File: src/rtl/dmem_port_arbiter.sv
// Shares the single data-memory port between instruction fetch and load/store,
// one transaction at a time, with LS priority, anti-starvation and an ack watchdog.
module dmem_port_arbiter #(
   parameter int MAX_LS_BURST = 4,
   parameter int TIMEOUT_CYC  = 255
) (
   input  logic        clk,
   input  logic        rst,
   input  logic        if_req,
   input  logic [63:0] if_addr,
   output logic        if_gnt,
   output logic        if_rvalid,
   input  logic        ls_req,
   input  logic        ls_we,
   input  logic [63:0] ls_addr,
   input  logic [63:0] ls_wdata,
   input  logic [7:0]  ls_wmask,
   output logic        ls_gnt,
   output logic        ls_rvalid,
   output logic [63:0] rdata,
   output logic        mem_req,
   output logic        mem_we,
   output logic [63:0] mem_addr,
   output logic [63:0] mem_wdata,
   output logic [7:0]  mem_wmask,
   input  logic        mem_ack,
   input  logic [63:0] mem_rdata,
   output logic        stall_if,
   output logic        stall_ls,
   output logic        bus_err
);

   localparam logic [1:0] ST_IDLE = 2'd0;
   localparam logic [1:0] ST_WAIT = 2'd1;
   localparam logic [1:0] ST_RESP = 2'd2;

   localparam logic [3:0] BURST_MAX = 4'(MAX_LS_BURST);
   localparam logic [7:0] WAIT_LAST = 8'(TIMEOUT_CYC - 1);

   logic [1:0] state;
   logic       owner_ls;
   logic [7:0] wait_cnt;
   logic [3:0] ls_burst;

   // LS wins ties unless it has already used its burst allowance while IF waited
   always_comb begin
      if_gnt = 1'b0;
      ls_gnt = 1'b0;
      if (state == ST_IDLE && !rst) begin
         if (ls_req && !(if_req && ls_burst == BURST_MAX))
            ls_gnt = 1'b1;
         else if (if_req)
            if_gnt = 1'b1;
      end
   end

   assign mem_req   = (state == ST_WAIT);
   assign if_rvalid = (state == ST_RESP) && !owner_ls;
   assign ls_rvalid = (state == ST_RESP) && owner_ls;
   assign stall_if  = if_req && !if_rvalid;
   assign stall_ls  = ls_req && !ls_rvalid;

   always_ff @(posedge clk) begin
      if (rst) begin
         state     <= ST_IDLE;
         owner_ls  <= 1'b0;
         wait_cnt  <= '0;
         ls_burst  <= '0;
         rdata     <= '0;
         bus_err   <= 1'b0;
         mem_we    <= 1'b0;
         mem_addr  <= '0;
         mem_wdata <= '0;
         mem_wmask <= '0;
      end else begin
         if (!if_req || if_gnt)
            ls_burst <= '0;
         else if (ls_gnt && ls_burst != BURST_MAX)
            ls_burst <= ls_burst + 4'd1;

         case (state)
            ST_IDLE: begin
               wait_cnt <= '0;
               if (ls_gnt) begin
                  owner_ls  <= 1'b1;
                  mem_we    <= ls_we;
                  mem_addr  <= ls_addr;
                  mem_wdata <= ls_wdata;
                  mem_wmask <= ls_wmask;
                  state     <= ST_WAIT;
               end else if (if_gnt) begin
                  owner_ls  <= 1'b0;
                  mem_we    <= 1'b0;
                  mem_addr  <= if_addr;
                  mem_wdata <= '0;
                  mem_wmask <= '0;
                  state     <= ST_WAIT;
               end
            end
            ST_WAIT: begin
               // an ack on the final permitted cycle still counts as a completion
               if (mem_ack) begin
                  rdata <= mem_we ? 64'd0 : mem_rdata;
                  state <= ST_RESP;
               end else if (wait_cnt == WAIT_LAST) begin
                  rdata   <= '0;
                  bus_err <= 1'b1;
                  state   <= ST_RESP;
               end else begin
                  wait_cnt <= wait_cnt + 8'd1;
               end
            end
            ST_RESP: state <= ST_IDLE;
            default: state <= ST_IDLE;
         endcase
      end
   end

endmodule

File: config.mk
export PLATFORM = sky130hd
export DESIGN_NAME = dmem_port_arbiter
export DESIGN_NICKNAME = d
export VERILOG_FILES = /design/src/rtl/dmem_port_arbiter.sv
export SDC_FILE = /design/constraint.sdc
export NUM_CORES = 1
export LEC_CHECK = 0
export CAP_MARGIN = 20
export CORE_AREA = 3 3 186 188
export CTS_CLUSTER_DIAMETER = 200
export DETAILED_ROUTE_END_ITERATION = 8
export DIE_AREA = 0 0 189 191
export GPL_TIMING_DRIVEN = 0
export PLACE_DENSITY = 0.66
export SLEW_MARGIN = 40
export SYNTH_ARGS = -nofsm -noshare
export SYNTH_HDL_FRONTEND = slang
export SYNTH_SLANG_ARGS = --single-unit
File: constraint.sdc
create_clock -name clk -period 2.6 [get_ports clk]
set_input_delay 0.65 -clock clk [delete_from_list [all_inputs] [get_ports clk]]
set_output_delay 0.65 -clock clk [all_outputs]
set_load 0.005 [all_outputs]
==> results of run 1 <==
sequential cells by signal (all words and copies together), names as in the netlist:
register,flops
wait_cnt,8
mem_addr,64
mem_wdata,64
rdata,64
ls_burst,4
state,2
mem_we,1
bus_err,1
owner_ls,1
mem_wmask,8
report_power, final:
part           internal, mW  switching [mW]
clock                  2.33            1.50
sequential             3.51           0.108
combinational         0.906           0.624
stage by stage:
stage	hold WS (ns)	power, mW	std cells	setup TNS (ns)	setup WS (ns)
4_1_cts	0.466	9.10	1901	0	0.0114
3_3_place_gp	0.453	5.20	1850	-68.33	-0.996
3_5_place_dp	0.454	5.22	1850	-68.02	-1.01
6_report	0.462	8.98	1901	0	0.105
2_1_floorplan	0.459	4.22	924	0	0.607
5_1_grt	0.479	9.33	1901	0	0.0318
how the worst max path moves through the flow:
stage,endpoint,slack [ns],cells after the start
CTS,if_rvalid,0.01,3
global placement,if_gnt,-1.0,6
detailed placement,if_gnt,-1.01,6
finish,stall_if,0.10,4
floorplan,ls_gnt,0.61,4
global route,if_gnt,0.03,6
synthesized netlist by cell type (2+ instances only):
library cell	count	area share, %
sky130_fd_sc_hd__dfxtp_1	217	51
sky130_fd_sc_hd__nand2_1	208	9.1
sky130_fd_sc_hd__a21oi_1	84	4.9
sky130_fd_sc_hd__nand3_1	78	4.6
sky130_fd_sc_hd__nor2_1	71	3.1
sky130_fd_sc_hd__a22o_1	64	6.5
sky130_fd_sc_hd__a311oi_2	64	11
sky130_fd_sc_hd__buf_2	42	2.5
sky130_fd_sc_hd__clkbuf_1	20	0.88
sky130_fd_sc_hd__buf_6	10	1.3
sky130_fd_sc_hd__buf_1	7	0.31
sky130_fd_sc_hd__or3_1	7	0.51
sky130_fd_sc_hd__o21ai_0	6	0.35
sky130_fd_sc_hd__buf_4	5	0.44
sky130_fd_sc_hd__inv_1	5	0.22
sky130_fd_sc_hd__ha_1	4	0.58
sky130_fd_sc_hd__nor3_1	3	0.18
sky130_fd_sc_hd__nand2b_1	2	0.15
sky130_fd_sc_hd__nand3b_1	2	0.18
sky130_fd_sc_hd__nand4_1	2	0.15
sky130_fd_sc_hd__nor3b_1	2	0.18
sky130_fd_sc_hd__nor4_1	2	0.15
sky130_fd_sc_hd__xor2_1	2	0.20
layer usage:
layer  global-route usage, %  part of all wire, %  vias up
met2                    32.6                   49      325
li1                        -                    -     4279
met5                       0                    0        -
met1                    21.4                   40     4205
met3                    5.56                  8.0       55
met4                    4.98                  2.7        0
tightest hold or removal path: stages, from the launching register on:
cell and delay [ns]:
sky130_fd_sc_hd__dfxtp_1 0.32, sky130_fd_sc_hd__nor2_1 0.05, sky130_fd_sc_hd__nor2_1 0.06
cell type report:
type                       instances  area, um^2
tap                              448         561
buffer                            81         463
multi-input combinational        617        3760
clock inverter                    15         164
fill                            3252       18400
timing repair buffer             484        4830
clock buffer                      33         748
inverter                           6        30.0
sequential                       217        4350
kinds of logic after synthesis:
group | share of synthesized area, %
compound gates | 23.5
xor+xnor | 0.307
fa+ha+maj | 0.584
buf+inv | 5.65
flops | 50.7
simple gates | 19.3
timing repair:
action,CTS,global route
pin swaps,4,0
setup endpoints to repair,19,4
resized for setup,25,5
buffers inserted,6,0
==> impl_summary.md, run 1 <==
Worst setup path
The beginning of the critical path is state[1]$_SDFFE_PP0P_. The signal on the critical path passes through buf_4 -> nor3b_2 -> nor2_1 -> clkdlybuf4s50_1. In this design, the stage delay of the slowest critical-path cell is around 0.55 ns.

The arrival time at the worst endpoint is about 1.9 ns. The critical path in this run is classified as reg2out. In this run the worst path has a maximum fanout of 4.

STA classifies the critical path startpoint as a flop. The cell family with the largest share of critical-path delay is buffers and inverters. The critical path contains buffers and inverters numbering 2 combined. The origin of the critical flop-to-flop path is ls_burst[0]$_SDFFE_PP0P_.

The endpoint identified for the worst register-to-register timing path is mem_addr[17]$_SDFFE_PP0P_. The slowest cell on the critical path is sky130_fd_sc_hd__clkdlybuf4s50_1. The worst register-to-register path has a depth of 9.

The worst setup path is captured at a primary output. The worst register-to-register path has a setup slack of about 0.37 ns. The endpoint required time on the critical path is between 1.5 and 2 ns.

Timing
The number of max-slew violations in the final report is 0. The number of failing setup endpoints in the final timing report is 0. At the pin with the least slew margin, the transition time is 0.750 ns. Of the available clock period, the critical path in the final layout requires 96.0%. The smallest clock period supported by the final layout is computed as roughly 2.5 ns. Measured against its own limit, the worst slew margin works out to approximately 50%.

The highest clock frequency the design can meet is approximately 400 MHz. The worst clock skew on the final layout is between 0.015 and 0.02 ns. The number of failing hold endpoints at the final stage was 0. Setup repair after global routing left no endpoint under its margin.

Floorplanning
The die is 189 um wide. The die covers ~36000 um^2. In this run the core area contains 67 standard-cell rows. The initial standard-cell utilization of the core is around 26%. The die height is between 150 and 200 um. about 480 I/O pins were placed. The core region area is between 30000 and 40000 um^2.

Synth
The average size of a mapped cell is 9.28 um^2. Counting flops with a built-in enable in the synthesized netlist gives 0. Counting flops and latches in the post-synthesis netlist gives around 220.

The gate count of the mapped netlist is 924. The number of nets produced by synthesis is about 1200. During synthesis, Yosys emitted a total of 0 warnings.

The predominant post-synthesis flop cell is sky130_fd_sc_hd__dfxtp_1. The cell area that synthesis handed to floorplanning was around 8600 um^2. The share of synthesized area occupied by flip-flops and latches is about half.

The count of distinct cell types in the synthesized netlist is 40. Of all flip-flops after synthesis, the portion carrying an async set or reset was 0%.

CTS
The sink count of the clock tree is ~220. CTS built an H-tree with a depth of 1. The number of hold buffers added after CTS was 0. The clock-pin slew reported for the worst setup and hold paths after clock tree synthesis is 0.06 ns.

The source-to-sink clock delay at the later pin of the worst-skew pair is between 0.5 and 0.6 ns. The cell sitting at the root of the clock tree is a sky130_fd_sc_hd__clkbuf_16. TritonCTS created 26 clock buffers. TritonCTS built the clock tree. The maximum root-to-sink buffer count is 3.

Finish
Once layout is done, the placed cells without fillers occupy about 15000 um^2. The proportion of layout cells with a drive suffix above 1 is roughly an eighth. The final layout net count is 1707. The library cell used most frequently in the layout, excluding fill and tap cells, is sky130_fd_sc_hd__clkdlybuf4s50_1. In the layout the commonest cells are sky130_fd_sc_hd__clkdlybuf4s50_1 (471), sky130_fd_sc_hd__dfxtp_1 (213), sky130_fd_sc_hd__nand2_1 (208).

Relative to the synthesized area, the layout overhead comes to 73.9%. Measured on the finished design, the core utilization comes to ~45%. The antenna diode count is 0.

Placed design
The total half-perimeter wirelength after legalization and detailed placement is roughly 27000 um. Buffers placed on the I/O ports in this run total 478. The total cell area at the placement stage is approximately 14000 um^2.

The congestion estimate from routability-driven global placement came to just under 0.9.

Drt
The detailed-route DRC error count is 0. In this run the remaining antenna-violating nets after routing total 0. The first-pass iteration count of the detailed router is 4.

The routed wirelength normalized by instance count is about 19 um. The routed via count divided by cell count is between 4 and 5. The number of violations reported at the end of detailed-routing iteration 0 is roughly 330. Wires add up to around 36000 um. The routed layout has 8864 vias.

Job
The number of violations of the max-capacitance limit is 0.

Global routing
The total overflow left after global routing is 0. The largest net degree at the start of global routing is 19. The number of global-route vias before repair is just over 9000. The first global-routing pass estimated approximately 53000 um of wire.

The overall track demand over capacity in global routing is a little under a fifth. The number of antenna violations at the first check in global routing is 0.

Power and ir drop
IR analysis of the VDD net gives a maximum drop of roughly 0.40 mV. In this run the power density over the cells is about 600 nW/um^2. The leakage power of the design is between 5 and 6 nW.

Min path
The cell depth of the worst hold path is 2. The terminating pin of the worst hold path is bus_err$_SDFFE_PP0P_. The path class of the tightest hold or removal check is reg2reg. The start point of the worst hold path is bus_err$_SDFFE_PP0P_.

Outcome
The flow ran to the end, and the final reports show no timing, DRC or antenna violations.
Note: power is estimated with default switching activity, not from simulation.
==> run 2: changes to the inputs <==
Settings changed: CORE_AREA 3 3 186 188 to 3 3 187 189, DIE_AREA 0 0 189 191 to 0 0 190 192, PLACE_DENSITY 0.66 to 0.65.
==> impl_summary.md, run 2 (synthesized netlist as in run 1, its figures left out) <==
Drt
The first-pass iteration count of the detailed router is 4. The routed via count divided by cell count is ~4.6. The number of nets with antenna violations after detailed routing is 0. Summing over every cut layer, the via total after detailed routing is 8819. The routed wirelength normalized by instance count is approximately 18 um. The detailed-route DRC error count is 0. The total wire length after detailed routing is 35100 um. The detailed router finished its first iteration with around 280 violations.

Worst setup path
The setup path with the least slack is of type reg2out. Data arrives at the worst endpoint at 1.86 ns. The worst register-to-register path has a depth of 9.

The largest fanout on the critical path is 9. The startpoint kind of the worst setup timing path is a flop. For the worst setup path, the data required time is 1.95 ns. Setup slack on the worst reg-to-reg path comes out at between 0.4 and 0.5 ns. STA classifies the critical path endpoint as a primary output.

Floorplanning
The total area inside the core boundary comes to between 30000 and 40000 um^2. Measured along the x axis, the die boundary spans 190 um. The initial standard-cell utilization of the core is roughly 26%. The die height is 192 um.

The row count is 67. Pin placement for this block handled around 480 I/O pins. The die area is 36500 um^2.

Timing
The worst clock skew on the final layout is between 0.02 and 0.025 ns. The time the final worst path needs with I/O delays and setup is 2.51 ns. The highest clock frequency the design can meet is 398 MHz. For the pin with the worst max-slew slack, the measured transition is around 0.8 ns. Setup repair after global routing left no endpoint under its margin. Once routing completed, OpenROAD measured the worst setup slack at just under 0.09 ns.

The number of max-slew violations in the final report is 0. The number of failing hold endpoints at the final stage is 0. The number of failing setup endpoints in the final timing report is 0. The relative max-transition margin is a little under half. Dividing the final minimum period by the clock period gives between 90 and 100%.

Global routing
Entering global routing, the biggest net connects 20 pins. The number of antenna violations at the first check in global routing is 2. For this run the aggregate overflow at the end of global routing stands at 0. The number of global-route vias before repair is about 9000. The global routing usage on met3 is 6.19%. For this run, global-route usage on met1 was measured as between 20% and 30%.

The met2 routing resource usage after global routing is 31.7%. The routing layer with the top usage in global route is met2. The wire length of the first global-routing pass is a little over 50000 um. Across every metal layer, demand over resource in global routing totals 18.1%.

Finish
The leading cell type in the layout, fill and taps excluded is sky130_fd_sc_hd__clkdlybuf4s50_1. In the layout the commonest cells are sky130_fd_sc_hd__clkdlybuf4s50_1 (472), sky130_fd_sc_hd__dfxtp_1 (216), sky130_fd_sc_hd__nand2_1 (208). In the final layout, the registers with the most flip-flops are mem_addr: 64 flops, mem_wdata: 64 flops, rdata: 64 flops. The post-route standard cell area excluding fillers is about 15000 um^2.

The proportion of layout cells with a drive suffix above 1 is 12.2%. The layout has 3175 filler cells. The signed area change from the synthesized netlist to the final layout is 73.1%. At the end of the flow, the number of nets in the layout was ~1700.

CTS
The root buffer cell chosen for the clock tree is sky130_fd_sc_hd__clkbuf_16. Clock latency on the worst-skew pair, taken at its later pin, is 0.54 ns. TritonCTS built the clock tree.

Buffers inserted to repair hold after CTS numbered 0. The clock-pin slew reported for the worst setup and hold paths after clock tree synthesis is around 0.06 ns. The tree built by TritonCTS fans out to 217 sinks.

In this run the deepest clock path goes through 3 buffers. The number of clock buffers added by TritonCTS is 26. CTS built an H-tree with a depth of 1.

Placed design
After legalization and detailed placement, the total HPWL measured roughly 26000 um. Buffers placed on the I/O ports in this run total 478. At the placement stage, the worst setup path has a slack of -1.12 ns.

In this run the cell area measured after placement is about 14000 um^2. The final estimated routing congestion in global placement is approximately 0.81.

Outcome
The run finished with clean final reports.

Min path
The cell depth of the worst hold path is 2. The min-delay analysis places its worst path in the category reg2reg.

Power and ir drop
The design draws approximately 8.7 mW. In this run the power density over the cells is just under 600 nW/um^2. Summed over all cells, the static leakage comes to 5.29 nW. VDD sags by at most between 0.4 and 0.5 mV.

Job
The number of violations of the max-capacitance limit is 0.
-- run 2: changes by cell type in the layout (fill, tap and decap cells not counted), sizes merged --
| cell | delta |
|---|---|
| clkbuf | +5 |
| clkinv | -4 |
| clkinvlp | -3 |
| buf | +2 |
| bufinv | -2 |
| clkdlybuf4s15 | -1 |
| clkdlybuf4s50 | +1 |
| diode | +1 |
| dlygate4sd2 | +1 |
| dlymetal6s2s | -1 |
| inv | -1 |
-- run 2: final cells by class --
class	instances	area, um^2	share of cell area, %
buffer	82	474	3.20
multi-input combinational	617	3760	25.3
clock buffer	39	779	5.25
tap	448	561	3.78
inverter	6	27.5	0.185
antenna	1	2.50	0.0169
clock inverter	5	63.8	0.430
timing repair buffer	484	4830	32.5
sequential	217	4350	29.3
-- run 2: repair_timing --
item | 4_1_cts | 5_1_grt
resized for setup | 15 | 10
setup buffers | 4 | 2
cloned | 0 | 0
hold endpoints to repair | 0 | 0
endpoints found under the setup margin | 6 | 8
pin swaps | 3 | 1
-- run 2: per-layer routing --
layer | part of all wire (%) | wire length, um | up-vias
li1 | - | - | 4277
met1 | 39 | 13700 | 4103
met2 | 48 | 16800 | 374
met3 | 9.3 | 3270 | 63
met4 | 3.7 | 1290 | 2
met5 | 0.037 | 13 | -
-- run 2: critical path, cell delays in order (launching register included) --
cell	delay, ns
sky130_fd_sc_hd__dfxtp_1	0.32
sky130_fd_sc_hd__buf_6	0.15
sky130_fd_sc_hd__and3b_1	0.20
sky130_fd_sc_hd__nor2b_1	0.10
sky130_fd_sc_hd__clkdlybuf4s50_1	0.55
-- run 2: final timing paths --
kind | startpoint | endpoint
hold / removal | mem_wdata[59]$_SDFFE_PP0P_ | mem_wdata[59]$_SDFFE_PP0P_
setup / recovery | state[0]$_SDFFE_PP0P_ | stall_ls
hold reg to reg | mem_wdata[59]$_SDFFE_PP0P_ | mem_wdata[59]$_SDFFE_PP0P_
setup reg to reg | ls_burst[0]$_SDFFE_PP0P_ | mem_addr[30]$_SDFFE_PP0P_
-- run 2: power by group --
| part | leakage (nW) | switching, mW | total (mW) | internal, mW |
|---|---|---|---|---|
| Clock | 0.413 | 1.43 | 3.58 | 2.15 |
| Combinational | 3.11 | 0.618 | 1.53 | 0.909 |
| Sequential | 1.77 | 0.107 | 3.62 | 3.52 |
| Total | 5.29 | 2.16 | 8.73 | 6.58 |
-- run 2: stage by stage --
step | hold WS (ns) | TNS, ns | utilization [%] | std cells
floorplan | 0.459 | 0 | - | 924
global placement | 0.453 | -42.07 | 41.6 | 1850
detailed placement | 0.453 | -48.69 | 41.6 | 1850
CTS | 0.466 | -0.109 | 44.2 | 1896
global route | 0.486 | 0 | 44.4 | 1899
finish | 0.464 | 0 | 44.4 | 1899
